## src/rtl/water_level_pkg.sv

```systemverilog
// Shared level codes, sensor patterns and FSM states for the water-level display path.
package water_level_pkg;

  typedef logic [1:0] level_t;

  localparam level_t LVL_CRITICAL = 2'b00;
  localparam level_t LVL_LOW      = 2'b01;
  localparam level_t LVL_MID      = 2'b10;
  localparam level_t LVL_HIGH     = 2'b11;

  localparam logic [2:0] SNS_EMPTY = 3'b000;
  localparam logic [2:0] SNS_LOW   = 3'b001;
  localparam logic [2:0] SNS_MID   = 3'b011;
  localparam logic [2:0] SNS_FULL  = 3'b111;

  typedef enum logic [1:0] {SETTLE, TRACK, FAULT} state_t;

  typedef struct packed {
    logic   ok;
    level_t code;
  } class_t;

  // Only the physically possible "filled from the bottom" patterns are valid.
  function automatic class_t classify(input logic [2:0] pattern);
    class_t c;
    c = '{ok: 1'b1, code: LVL_CRITICAL};
    case (pattern)
      SNS_EMPTY: c.code = LVL_CRITICAL;
      SNS_LOW:   c.code = LVL_LOW;
      SNS_MID:   c.code = LVL_MID;
      SNS_FULL:  c.code = LVL_HIGH;
      default:   c.ok   = 1'b0;
    endcase
    return c;
  endfunction

endpackage

```

## src/rtl/water_level_encoder_if.sv

```systemverilog
// Level bus from the encoder to the LED-matrix decoder and irrigation controller.
interface water_level_encoder_if;
  import water_level_pkg::*;

  level_t level;
  logic   level_valid;
  logic   level_changed;
  logic   sensor_fault;

  modport master (output level, output level_valid, output level_changed, output sensor_fault);
  modport slave  (input  level, input  level_valid, input  level_changed, input  sensor_fault);
endinterface

```

## src/rtl/water_level_encoder_sensor_debouncer.sv

```systemverilog
// Two-flop synchroniser plus saturating stability counter; strobes once per stable pattern.
module sensor_debouncer #(
  parameter int unsigned WIDTH           = 3,
  parameter int unsigned DEBOUNCE_CYCLES = 16
) (
  input  logic             clk,
  input  logic             rst_n,
  input  logic [WIDTH-1:0] din,
  output logic [WIDTH-1:0] cand,
  output logic             accept
);

  localparam int unsigned CW = $clog2(DEBOUNCE_CYCLES + 1);
  localparam logic [CW-1:0] CNT_MAX = CW'(DEBOUNCE_CYCLES);
  localparam logic [CW-1:0] CNT_PRE = CW'(DEBOUNCE_CYCLES - 1);

  logic [WIDTH-1:0] sync1;
  logic [WIDTH-1:0] sync2;
  logic [CW-1:0]    cnt;

  // Strobe on the edge that takes cnt to its limit; a saturated counter stays quiet.
  assign accept = (sync2 == cand) && (cnt == CNT_PRE);

  always_ff @(posedge clk or negedge rst_n) begin
    if (!rst_n) begin
      sync1 <= '0;
      sync2 <= '0;
      cand  <= '0;
      cnt   <= '0;
    end else begin
      sync1 <= din;
      sync2 <= sync1;
      if (sync2 != cand) begin
        cand <= sync2;
        cnt  <= CW'(1);
      end else if (cnt != CNT_MAX) begin
        cnt <= cnt + CW'(1);
      end
    end
  end

endmodule

```

## src/rtl/water_level_encoder.sv

```systemverilog
// Debounces the float switches, validates the pattern and tracks the 2-bit level code.
module water_level_encoder
  import water_level_pkg::*;
#(
  parameter int unsigned DEBOUNCE_CYCLES = 16
) (
  input  logic                          clk,
  input  logic                          rst_n,
  input  logic [2:0]                    sensor,
  water_level_encoder_if.master         lvl_bus
);

  logic [2:0] cand;
  logic       accept;
  class_t     cls;
  state_t     state;
  level_t     level;
  logic       level_valid;
  logic       level_changed;

  sensor_debouncer #(
    .WIDTH           (3),
    .DEBOUNCE_CYCLES (DEBOUNCE_CYCLES)
  ) u_debouncer (
    .clk    (clk),
    .rst_n  (rst_n),
    .din    (sensor),
    .cand   (cand),
    .accept (accept)
  );

  assign cls = classify(cand);

  // level is 00 throughout SETTLE, so a first accept of 00 produces no pulse.
  always_ff @(posedge clk or negedge rst_n) begin
    if (!rst_n) begin
      state         <= SETTLE;
      level         <= LVL_CRITICAL;
      level_valid   <= 1'b0;
      level_changed <= 1'b0;
    end else begin
      level_changed <= 1'b0;
      if (accept) begin
        if (cls.ok) begin
          state         <= TRACK;
          level         <= cls.code;
          level_valid   <= 1'b1;
          level_changed <= (cls.code != level);
        end else begin
          state <= FAULT;
        end
      end
    end
  end

  assign lvl_bus.level         = level;
  assign lvl_bus.level_valid   = level_valid;
  assign lvl_bus.level_changed = level_changed;
  assign lvl_bus.sensor_fault  = (state == FAULT);

endmodule

```

## src/flat_wrapper.sv

```systemverilog
// flat-port wrapper written by rule: the top's interface ports become plain ports
module water_level_encoder_flat import water_level_pkg::*;
#(
  parameter int unsigned DEBOUNCE_CYCLES = 16
)
  (clk, rst_n, sensor, lvl_bus_level, lvl_bus_level_valid, lvl_bus_level_changed, lvl_bus_sensor_fault);
  water_level_encoder_if lvl_bus_i ();
  input  logic clk;
  input  logic rst_n;
  input  logic [2:0] sensor;
  output wire logic [$bits(lvl_bus_i.level)-1:0] lvl_bus_level;
  output wire logic [$bits(lvl_bus_i.level_valid)-1:0] lvl_bus_level_valid;
  output wire logic [$bits(lvl_bus_i.level_changed)-1:0] lvl_bus_level_changed;
  output wire logic [$bits(lvl_bus_i.sensor_fault)-1:0] lvl_bus_sensor_fault;
  assign lvl_bus_level = lvl_bus_i.level;
  assign lvl_bus_level_valid = lvl_bus_i.level_valid;
  assign lvl_bus_level_changed = lvl_bus_i.level_changed;
  assign lvl_bus_sensor_fault = lvl_bus_i.sensor_fault;
  water_level_encoder #(.DEBOUNCE_CYCLES(DEBOUNCE_CYCLES)) u_core (.clk(clk), .rst_n(rst_n), .sensor(sensor), .lvl_bus(lvl_bus_i));
endmodule
```

## config.mk

```make
export PLATFORM = sky130hd
export DESIGN_NAME = water_level_encoder_flat
export DESIGN_NICKNAME = d
export VERILOG_FILES = /design/src/rtl/water_level_pkg.sv /design/src/rtl/water_level_encoder_if.sv /design/src/rtl/water_level_encoder_sensor_debouncer.sv /design/src/rtl/water_level_encoder.sv /design/src/flat_wrapper.sv
export SDC_FILE = /design/constraint.sdc
export NUM_CORES = 1
export LEC_CHECK = 0
export CORE_UTILIZATION = 50
export CTS_CLUSTER_DIAMETER = 50
export DETAILED_ROUTE_END_ITERATION = 10
export DONT_BUFFER_PORTS = 1
export GPL_ROUTABILITY_DRIVEN = 0
export GPL_TIMING_DRIVEN = 0
export PLACE_DENSITY = 0.67
export SKIP_LAST_GASP = 1
export SLEW_MARGIN = 20
export SYNTH_ARGS = -nofsm -noshare
export SYNTH_HDL_FRONTEND = slang
export SYNTH_SLANG_ARGS = --single-unit
```

## constraint.sdc

```tcl
create_clock -name clk -period 3.8 [get_ports clk]
set_input_delay 0.76 -clock clk [delete_from_list [all_inputs] [get_ports clk]]
set_output_delay 0.76 -clock clk [all_outputs]
set_load 0.01 [all_outputs]
```

# Yosys cells after proc, flatten, opt, wreduce, memory -nomap -nowiden
# Cells that the tools add are included.
# word_totals
reg_bits,20
inputBits,5
wordCells,30
output_inout_bits,5
# classes
addsub,1
n_reduce_logical,5
n_eq_ne,9
muxes,7
# op_table
op,count
2-to-1 mux 5 bit,2
one-hot mux 2 bit (3 select lines),1
adder 5 x 1 -> 5 bit (second input constant),1
equality test 5 x 4 -> 1 bit (second input constant),1
!= test 5 bit (second input constant),1
OR reduction 4 bit,1
equality test 3 x 1 -> 1 bit (second input constant),1
equality test 3 x 2 -> 1 bit (second input constant),1
equality test 3 bit,1
equality test 3 bit (second input constant),1
logical NOT 3 bit,1
2-to-1 mux 1 bit,3
!= test 3 bit,1
equality test 2 bit (second input constant),1
2-to-1 mux 2 bit,1
!= test 2 bit,1
AND reduction 2 bit,1
nonzero test 2 bit,1
logical AND 1 bit,1

# Logic depth before layout (Yosys ltp)
# Gate-level depths: netlist of the first run.
# logic_depth
ltp_word,5
depth_mapped,6

# Cells and area by module
# From an unflattened synthesis of the first run, not the netlist that was laid out.
# hier_totals
cells_unflattened,71
hier_area_um2,837.1
# modules_own_cells
module,n_inst,cells_per_inst,area_per_inst_um2,seq_area_each_um2
sensor_debouncer,1,42,541.8,350.3
water_level_encoder,1,29,295.3,150.1

# Least setup slack after synthesis of the first run
# Ideal clock, no wire load.
# synth_timing
kind,reg-to-reg
startpoint,register u_core.u_debouncer.cnt[1]
endpoint,register u_core.level[0] (netlist: u_core.lvl_bus.level[0])
arrival_ns,1.486
path_stages_with_launch,7
setup_slack_ns,2.188
period_less_slack_ns,1.612
path_cell_list,dfrtp_1 ha_1 and3_1 ha_1 or4b_4 o21ai_2 o41ai_2
# synth_between
elab_chain_cells,3
# synth_lines
element,line_no,source
start: declaration,water_level_encoder_sensor_debouncer.sv:19,logic [CW-1:0] cnt;
start signal: assignment,water_level_encoder_sensor_debouncer.sv:37,cnt <= cnt + CW'(1);
equality test 5 x 4 -> 1 bit,water_level_encoder_sensor_debouncer.sv:22,assign accept = (sync2 == cand) && (cnt == CNT_PRE);
logical AND 1 bit,water_level_encoder_sensor_debouncer.sv:22,
AND reduction 2 bit (no source line),n/a,
end signal: assignment,water_level_encoder.sv:46,level <= cls.code;
end: declaration,water_level_encoder.sv:17,level_t level;
# Every way passes these cells.
# A chain may end at the register's enable or synchronous reset.

# Worst setup path after layout of the first run
# Ends and elaborated chain as after synthesis.

==> qor.yml, run 1 <==
clkSinkCount: 20
yosysSeqAreaShare_pct: 57.22
fp.dieW_um: 43.83
dp.cells: 88
ant_nets: 0
drt-pass1-iter-count: 2
start_util_pct: 55.48
ir_drop_mv: 0.2515
status: "complete, no violations"
ys_types: 29
vias_per_cell: 5.467
syn_to_final_growth_pct: 6.438
port_buffers: 0
power.leakage_nw: 0.4252
setup_viol: 0
grt_pass1_vias: 509
cts_buffer_depth: 2
cts_resized: 0
yosysWarnings: 0
worst_pin_slew_ns: 0.5166
min_period_ns: 1.698
antenna_cells: 0
drc: 0
cpMaxStageDelayCell: "or4b_4"
cts_max_level: 1
wl_per_cell_um: 12.28
maxSlewHeadroom_pct: 65.29
finalHoldViolCount: 0
ys_ff_latch: 20
cp_cell_sequence: "ha_1 -> and3_1 -> ha_1 -> or4b_4 -> o21ai_2 -> o41ai_2"
postCtsSetupRepairBufs: 0
grtUsageTotal_pct: 15.71
fin_tns_setup_ns: 0
synth_nets: 80
row_count: 14
cts_tree: "yes"
cts-root-buf: "clkbuf_4"
slowest_delay_ns: 0.46
syn_area_sq_um: 874.6
cp-end-kind: "register"
die_area_sq_um: 1921
crit_top_cell: "ha_1"
clk_pin_slew_ns: 0.11
worstSetupPathType: "register to register"
cp.buffers_inverters: 0
drv_cap: 0
postCtsHoldBufs: 0
start_kind: "register"
crit_family: "simple AND/OR/NAND/NOR gates"
cts_made_buffers: 3
fp.dieH_um: 43.83
drive_gt1_share_pct: 15.79
fin_crit_sh_pct: 44.68
grt_overflow: 0
pre_cts_ws_ns: 2.101
postLayoutCoreUtil_pct: 59.05
final_cell_count_no_fill: 92
avgSynthCellArea_sq_um: 12.15
drt_iter0_drc: 7
worstPathRequired_ns: 3.99
rsz0062_at_grt: "no"
fin_skew_ns: 0.003740
grt_max_degree: 21
fin_ws_ns: 2.102
dp.final_hpwl_um: 805.6
routed-via-count: 503
power_density_nw_per_um2: 395.3
arrival_ns: 1.89
totalWireLength_um: 1130
nFillCells: 135
clock_latency_ns: 0.29
slew_violations: 0
regArea_sq_um: 500.5
grt_pass1_wl_um: 2125
syn_inst: 72
design.core.area_sq_um: 1577
multi_input_area_sq_um: 336.6
timing.hold.ws_ns: 0.1412
antenna_found_initial: 0
pin_count: 10
path_max_fanout: 4
max_freq_mhz: 589.0
layout.nets: 85
hp-class: "input pin to asynchronous set/reset pin"
layer usage:
layer | GRT usage (%) | routed length (um) | share of wire, % | vias to the layer above
met2 | 22.99 | 517 | 46 | 13
met4 | 7.500 | 0 | 0 | 0
met3 | 5.417 | 49 | 4.3 | 0
met5 | 0 | 0 | 0 | -
met1 | 20.94 | 563 | 50 | 240
li1 | - | - | - | 250
state kept, by name (all words and copies together), names as in the netlist:
signal	flops
u_core.u_debouncer.sync2	3
u_core.u_debouncer.sync1	3
u_core.lvl_bus.level_changed	1
u_core.lvl_bus.level	2
u_core.state	2
u_core.lvl_bus.level_valid	1
u_core.u_debouncer.cand	3
u_core.u_debouncer.cnt	5
layout by cell type, fill, tap and decap left out, drive strengths merged:
cell / count
nor2: 5
nand4: 1
o21ai: 3
xnor2: 5
xor2: 1
or4b: 1
clkbuf: 7
o21a: 2
and3: 1
and2b: 1
a21o: 1
nand3: 2
nor3: 3
nand2b: 1
nand2: 2
ha: 3
o41ai: 1
dfrtp: 20
or2: 1
o221ai: 1
a21oi: 2
nor2b: 2
inv: 7
a31oi: 1
mux2i: 2
metrics by stage:
step	total power, mW	cell area, sq um
after global routing	0.3854	930.9
after floorplan	0.2477	874.6
after global placement	0.2509	894.6
after CTS	0.3734	930.9
after detailed placement	0.2517	894.6
final	0.3679	930.9
synthesized netlist by cell type, drive strengths merged:
master / n / share of area, %
dfrtp: 20 / 57
nand2b: 1 / 0.72
and3: 1 / 0.72
mux2i: 2 / 2.3
o221ai: 1 / 1.0
and2b: 1 / 0.86
xnor2: 5 / 6.7
or2: 1 / 0.72
o21a: 2 / 1.7
clkbuf: 3 / 1.3
nand4: 1 / 1.4
nor2: 5 / 2.1
inv: 7 / 3.0
xor2: 1 / 1.0
o41ai: 1 / 1.9
nand3: 2 / 1.1
nand2: 2 / 0.86
a31oi: 1 / 0.72
ha: 3 / 4.3
a21oi: 2 / 1.1
or4b: 1 / 1.6
a21o: 1 / 0.86
nor2b: 2 / 2.3
nor3: 3 / 2.3
o21ai: 3 / 2.1
logic make-up after synthesis:
kind of cell | Yosys count | share of synthesized area (%)
adders and majority gates | 3 | 4.292
xor gates and xnor gates | 6 | 7.726
DFF | 20 | 57.22
buffers and inverters | 10 | 4.292
and+or+nand+nor | 20 | 14.74
AOI/OAI and AO/OA | 11 | 9.443
muxes | 2 | 2.289
worst register-to-register path, cell delays in order, from the launching register on:
cell,delay (ns)
dfrtp_1,0.40
ha_1,0.20
and3_1,0.17
ha_1,0.16
or4b_4,0.46
o21ai_2,0.13
o41ai_2,0.07
power by group:
group / switching, mW / internal (mW) / total [mW]
Sequential: 0.00698 / 0.220 / 0.226
Combinational: 0.0102 / 0.0106 / 0.0208
Clock: 0.0623 / 0.0584 / 0.121
final timing paths:
| path | start | slack, ns | endpoint | cells past startpoint |
|---|---|---|---|---|
| max | u_core.u_debouncer.cnt[1] | 2.10 | u_core.lvl_bus.level[0] | 6 |
| min | rst_n | 0.14 | u_core.lvl_bus.level[0] | 0 |
| max reg2reg | u_core.u_debouncer.cnt[1] | 2.10 | u_core.lvl_bus.level[0] | 6 |
| min reg2reg | u_core.u_debouncer.sync1[2] | 0.36 | u_core.u_debouncer.sync2[2] | 0 |
| max in group asynchronous | rst_n | 3.59 | u_core.u_debouncer.sync2[2] | 0 |
| min in group clk | u_core.u_debouncer.sync1[2] | 0.36 | u_core.u_debouncer.sync2[2] | 0 |
final cells by class:
cell class / count / share of cell area, %
flip-flops and latches: 20 / 53.76
multi-input cells: 42 / 36.16
clock buffers: 4 / 3.898
inverters: 7 / 2.823
well taps: 16 / 2.151
plain buffers: 3 / 1.210
No activity file was read; power rests on OpenSTA's default activity.
==> run 2: changes to the inputs <==
--- a/config.mk
+++ b/config.mk
@@ -11,7 +11,7 @@
 export DONT_BUFFER_PORTS = 1
 export GPL_ROUTABILITY_DRIVEN = 0
 export GPL_TIMING_DRIVEN = 0
-export PLACE_DENSITY = 0.67
+export PLACE_DENSITY = 0.7
 export SKIP_LAST_GASP = 1
 export SLEW_MARGIN = 20
 export SYNTH_ARGS = -nofsm -noshare
==> constraint.sdc (replaced) <==
create_clock -name clk -period 1.45 [get_ports clk]
set_input_delay 0.29 -clock clk [delete_from_list [all_inputs] [get_ports clk]]
set_output_delay 0.29 -clock clk [all_outputs]
set_load 0.01 [all_outputs]
==> qor.yml, run 2 (synthesis results as in run 1) <==
ff2ff_setup_slack_ns: -0.23
worstSetupPathType: "register to register"
most-common-layout-cells: "20 x dfrtp_1, 7 x inv_1, 4 x nor2_1, 4 x dlygate4sd3_1, 4 x buf_4"
max_freq_mhz: 594.0
largest_register_ffs: 5
r2r_cells: 6
fin_tns_setup_ns: -0.5320
grt_overflow: 0
postLayoutCoreUtil_pct: 68.41
cts_made_buffers: 3
port_buffers: 0
cts_buffer_depth: 2
worstReg2RegEnd: "u_core.lvl_bus.level[0]"
slew_violations: 0
clkSinkCount: 20
drive_gt1_share_pct: 28.24
final_common_cell: "dfrtp_1"
grt_max_degree: 21
fp.dieH_um: 43.83
path_max_fanout: 2
pin_count: 10
cts-root-buf: "clkbuf_4"
die_area_sq_um: 1921
clk_pin_slew_ns: 0.11
row_count: 14
antenna_cells: 0
power.leakage_nw: 0.4805
setup_viol: 5
min_period_ns: 1.683
final_cell_count_no_fill: 101
drt_iter0_drc: 7
finalHoldViolCount: 0
clock_latency_ns: 0.30
fp.dieW_um: 43.83
pre_cts_ws_ns: -0.2912
fin_crit_sh_pct: 116.1
worstPathRequired_ns: 1.64
placed_area_sq_um: 894.6
fin_area_sq_um: 1079
grt_pass1_wl_um: 2228
maxSlewHeadroom_pct: 42.08
power_density_nw_per_um2: 931.6
rsz0062_at_grt: "yes"
hp-start: "u_core.u_debouncer.sync1[2]"
syn_to_final_growth_pct: 23.32
routed-via-count: 534
drv_cap: 0
dp.final_hpwl_um: 837.3
layout.nets: 94
cts_max_level: 1
min_to: "u_core.u_debouncer.sync2[2]"
r2r-start: "u_core.u_debouncer.cnt[0]"
worst_pin_slew_ns: 0.8659
start_util_pct: 55.48
ir_drop_mv: 0.8978
cts_tree: "yes"
grt_pass1_vias: 533
drc: 1
arrival_ns: 1.87
top_register: "u_core.u_debouncer.cnt"
dp.cells: 88
min_path_cells: 0
violations: "DRC, setup timing"
totalWireLength_um: 1346
start_kind: "register"
vias_per_cell: 5.287
fin_skew_ns: 0.005907
drt-pass1-iter-count: 7
cp-end-kind: "register"
fin_ws_ns: -0.2334
status: "complete, but fails checks"
antenna_found_initial: 0
ant_nets: 0
grtUsageTotal_pct: 16.74
hp-class: "register to register"
design.core.area_sq_um: 1577
wl_per_cell_um: 13.33
nFillCells: 123
[run 2: per-stage QoR]
stage                     hold WS (ns)  power [mW]
after detailed placement     -0.005159      0.6613
final                           0.3609       1.005
after global routing            0.3673       1.049
after CTS                       0.3637       1.014
after floorplan              -0.005591      0.6492
after global placement       -0.005204      0.6577
[run 2: what timing repair did]
item	in CTS	in global routing
endpoints found under the hold margin	23	0
hold buffers	4	0
gates cloned	0	0
buffers inserted	4	1
gates resized for setup	4	9
setup endpoints to repair	7	10
pin swaps	4	4
[run 2: layer usage]
layer  track usage, %  wire length (um)  vias to the layer above
li1                 -                 -                      265
met4            9.375                29                        0
met2            26.27               673                       11
met1            20.61               605                      254
met3            5.000                38                        4
met5                0                 0                        -
[run 2: where the power goes]
part,internal [mW],switching [mW],total (mW)
logic,0.0450,0.0489,0.0938
clock network,0.153,0.165,0.318
registers,0.575,0.0182,0.593
[run 2: worst max path at each step]
| stage | startpoint | end | slack [ns] | cells after the start |
|---|---|---|---|---|
| after floorplan | u_core.u_debouncer.cnt[1] | u_core.lvl_bus.level[0] | -0.16 | 6 |
| after global placement | u_core.u_debouncer.cnt[1] | u_core.lvl_bus.level[0] | -0.23 | 6 |
| after detailed placement | u_core.u_debouncer.cnt[1] | u_core.lvl_bus.level[0] | -0.29 | 6 |
| after CTS | u_core.u_debouncer.cnt[1] | u_core.lvl_bus.level[0] | -0.25 | 6 |
| after global routing | u_core.u_debouncer.cnt[0] | u_core.lvl_bus.level[0] | -0.29 | 6 |
| final | u_core.u_debouncer.cnt[0] | u_core.lvl_bus.level[0] | -0.23 | 6 |
[run 2: worst max-delay path, cell delays in order, from the launching register on]
cell     delay, ns
dfrtp_1       0.37
ha_2          0.18
and3_4        0.19
ha_4          0.12
or4b_4        0.47
o21ai_4       0.15
o41ai_2       0.09
[run 2: layout make-up]
class                      instances  area [sq um]  share of cell area (%)
buffer                             3         11.26                   1.044
clock buffer                       4         36.28                   3.364
multi-input combinational         42         402.9                   37.36
timing repair buffer               9         81.33                   7.541
sequential                        20         500.5                   46.40
inverter                           7         26.28                   2.436
tap                               16         20.02                   1.856
==> RTL edit (flow settings as in run 2) <==
Re-encode `state_t` (3 states) as one-hot, 3 bits wide.
--- a/src/rtl/water_level_pkg.sv
+++ b/src/rtl/water_level_pkg.sv
@@ -15,3 +15,3 @@
 
-  typedef enum logic [1:0] {SETTLE, TRACK, FAULT} state_t;
+  typedef enum logic [2:0] {SETTLE = 3'b001, TRACK = 3'b010, FAULT = 3'b100} state_t;
 
Check against the original RTL: no difference found for any inputs over 10 cycles, from zero or initial values and one cycle with rst_n low; not proved beyond that.
==> RTL edit against run 2 <==
The run ends with setup timing left. Power is 2.6% lower. Final area is 2.3% higher. Setup slack better by 0.026 ns. Area after synthesis is 6.3% higher. Non-clock buffer count stayed put. Sequential cell count is 1 higher. Wire length is 3.8% lower. Critical path depth stayed put.
==> RTL edit: results (changes against run 2) <==
The sequential share of power came out at 63.7% (was 59.0%). The synthesized-area fraction occupied by xor and xnor cells was 8.08% (was 7.73%). The number of vias per cell after detailed routing is 4.95 (was 5.29). The area after detailed placement is 981 µm² (was 895 µm²). The data arrival time of the worst path is 1.85 ns (was 1.87 ns). The setup slack of the critical path after layout came out at -0.207 ns (was -0.233 ns). The non-clock buffering overhead in the final layout was 8.73% (was 8.58%).

The net count after synthesis is 82 (was 80). The growth of design area from synthesis to finish came out at 18.7% (was 23.3%). The sum of met2 wire segment lengths after detailed routing is 615 µm (was 673 µm).

The setup-violating endpoint count in the final report is 7 (was 5). The adder and majority gate portion of the synthesized area came out at 4.04% (was 4.29%). The total area of multi-input combinational cells came out at 395 µm² (was 403 µm²). The maximum net fanout on the critical path came to 3 (was 2). The all-layer global routing usage was 16.8% (was 16.7%). Most numerous cell types in the synthesized netlist: 20 x sky130_fd_sc_hd__dfrtp_1, 7 x sky130_fd_sc_hd__inv_1, 4 x sky130_fd_sc_hd__nor2_1 (was 20 x sky130_fd_sc_hd__dfrtp_1, 7 x sky130_fd_sc_hd__inv_1, 5 x sky130_fd_sc_hd__nor2_1). The relative slew slack came out at 39.5% (was 42.1%). The total of cells resized after clock tree synthesis came to 3 (was 4). The internal power contribution came out at 0.745 mW (was 0.773 mW). The count of placed standard cells including taps came to 99 (was 88). The number of storage elements in the synthesis netlist is 21 (was 20). The delay of the slowest cell on the worst path came to 0.45 ns (was 0.47 ns). Violated checks: setup timing (was DRC, setup timing).

The complex-gate fraction of the synthesized area is 8.88% (was 9.44%). Outcome: finished, violations left (unchanged). The total wirelength of the detailed-routed design came out at 1300 µm (was 1350 µm). The first-pass GRT wire length is 2420 µm (was 2230 µm). The multiplexer fraction of the synthesized cell area came out at 2.15% (was 2.29%). The unique cell type count in the Yosys netlist is 32 (was 29). The leakage power figure came out at 0.490 nW (was 0.480 nW).

The post-DP HPWL is 929 µm (was 837 µm). The combinational-cell power consumption came out at 0.0842 mW (was 0.0938 mW). The number of combinational gates with multiple inputs came to 43 (was 42).
==> RTL edit: cell count changes after synthesis, sizes merged <==
cell	delta
nor2	-1
nor3	+1
dfstp	+1
and2	+1
==> RTL edit: worst paths after layout <==
check                                                      start                               endpoint  cells after the start  slack, ns
min                        u_core.u_debouncer.sync1[0]$_DFF_PN0_  u_core.u_debouncer.sync2[0]$_DFF_PN0_                      0       0.36
max reg2reg                u_core.u_debouncer.cnt[0]$_DFFE_PN0P_    u_core.lvl_bus.level[0]$_DFFE_PN0P_                      6      -0.21
min reg2reg                u_core.u_debouncer.sync1[0]$_DFF_PN0_  u_core.u_debouncer.sync2[0]$_DFF_PN0_                      0       0.36
max                        u_core.u_debouncer.cnt[0]$_DFFE_PN0P_    u_core.lvl_bus.level[0]$_DFFE_PN0P_                      6      -0.21
max in group asynchronous                                  rst_n  u_core.u_debouncer.sync1[2]$_DFF_PN0_                      1       0.34
min in group asynchronous                                  rst_n    u_core.lvl_bus.level[1]$_DFFE_PN0P_                      1       0.56
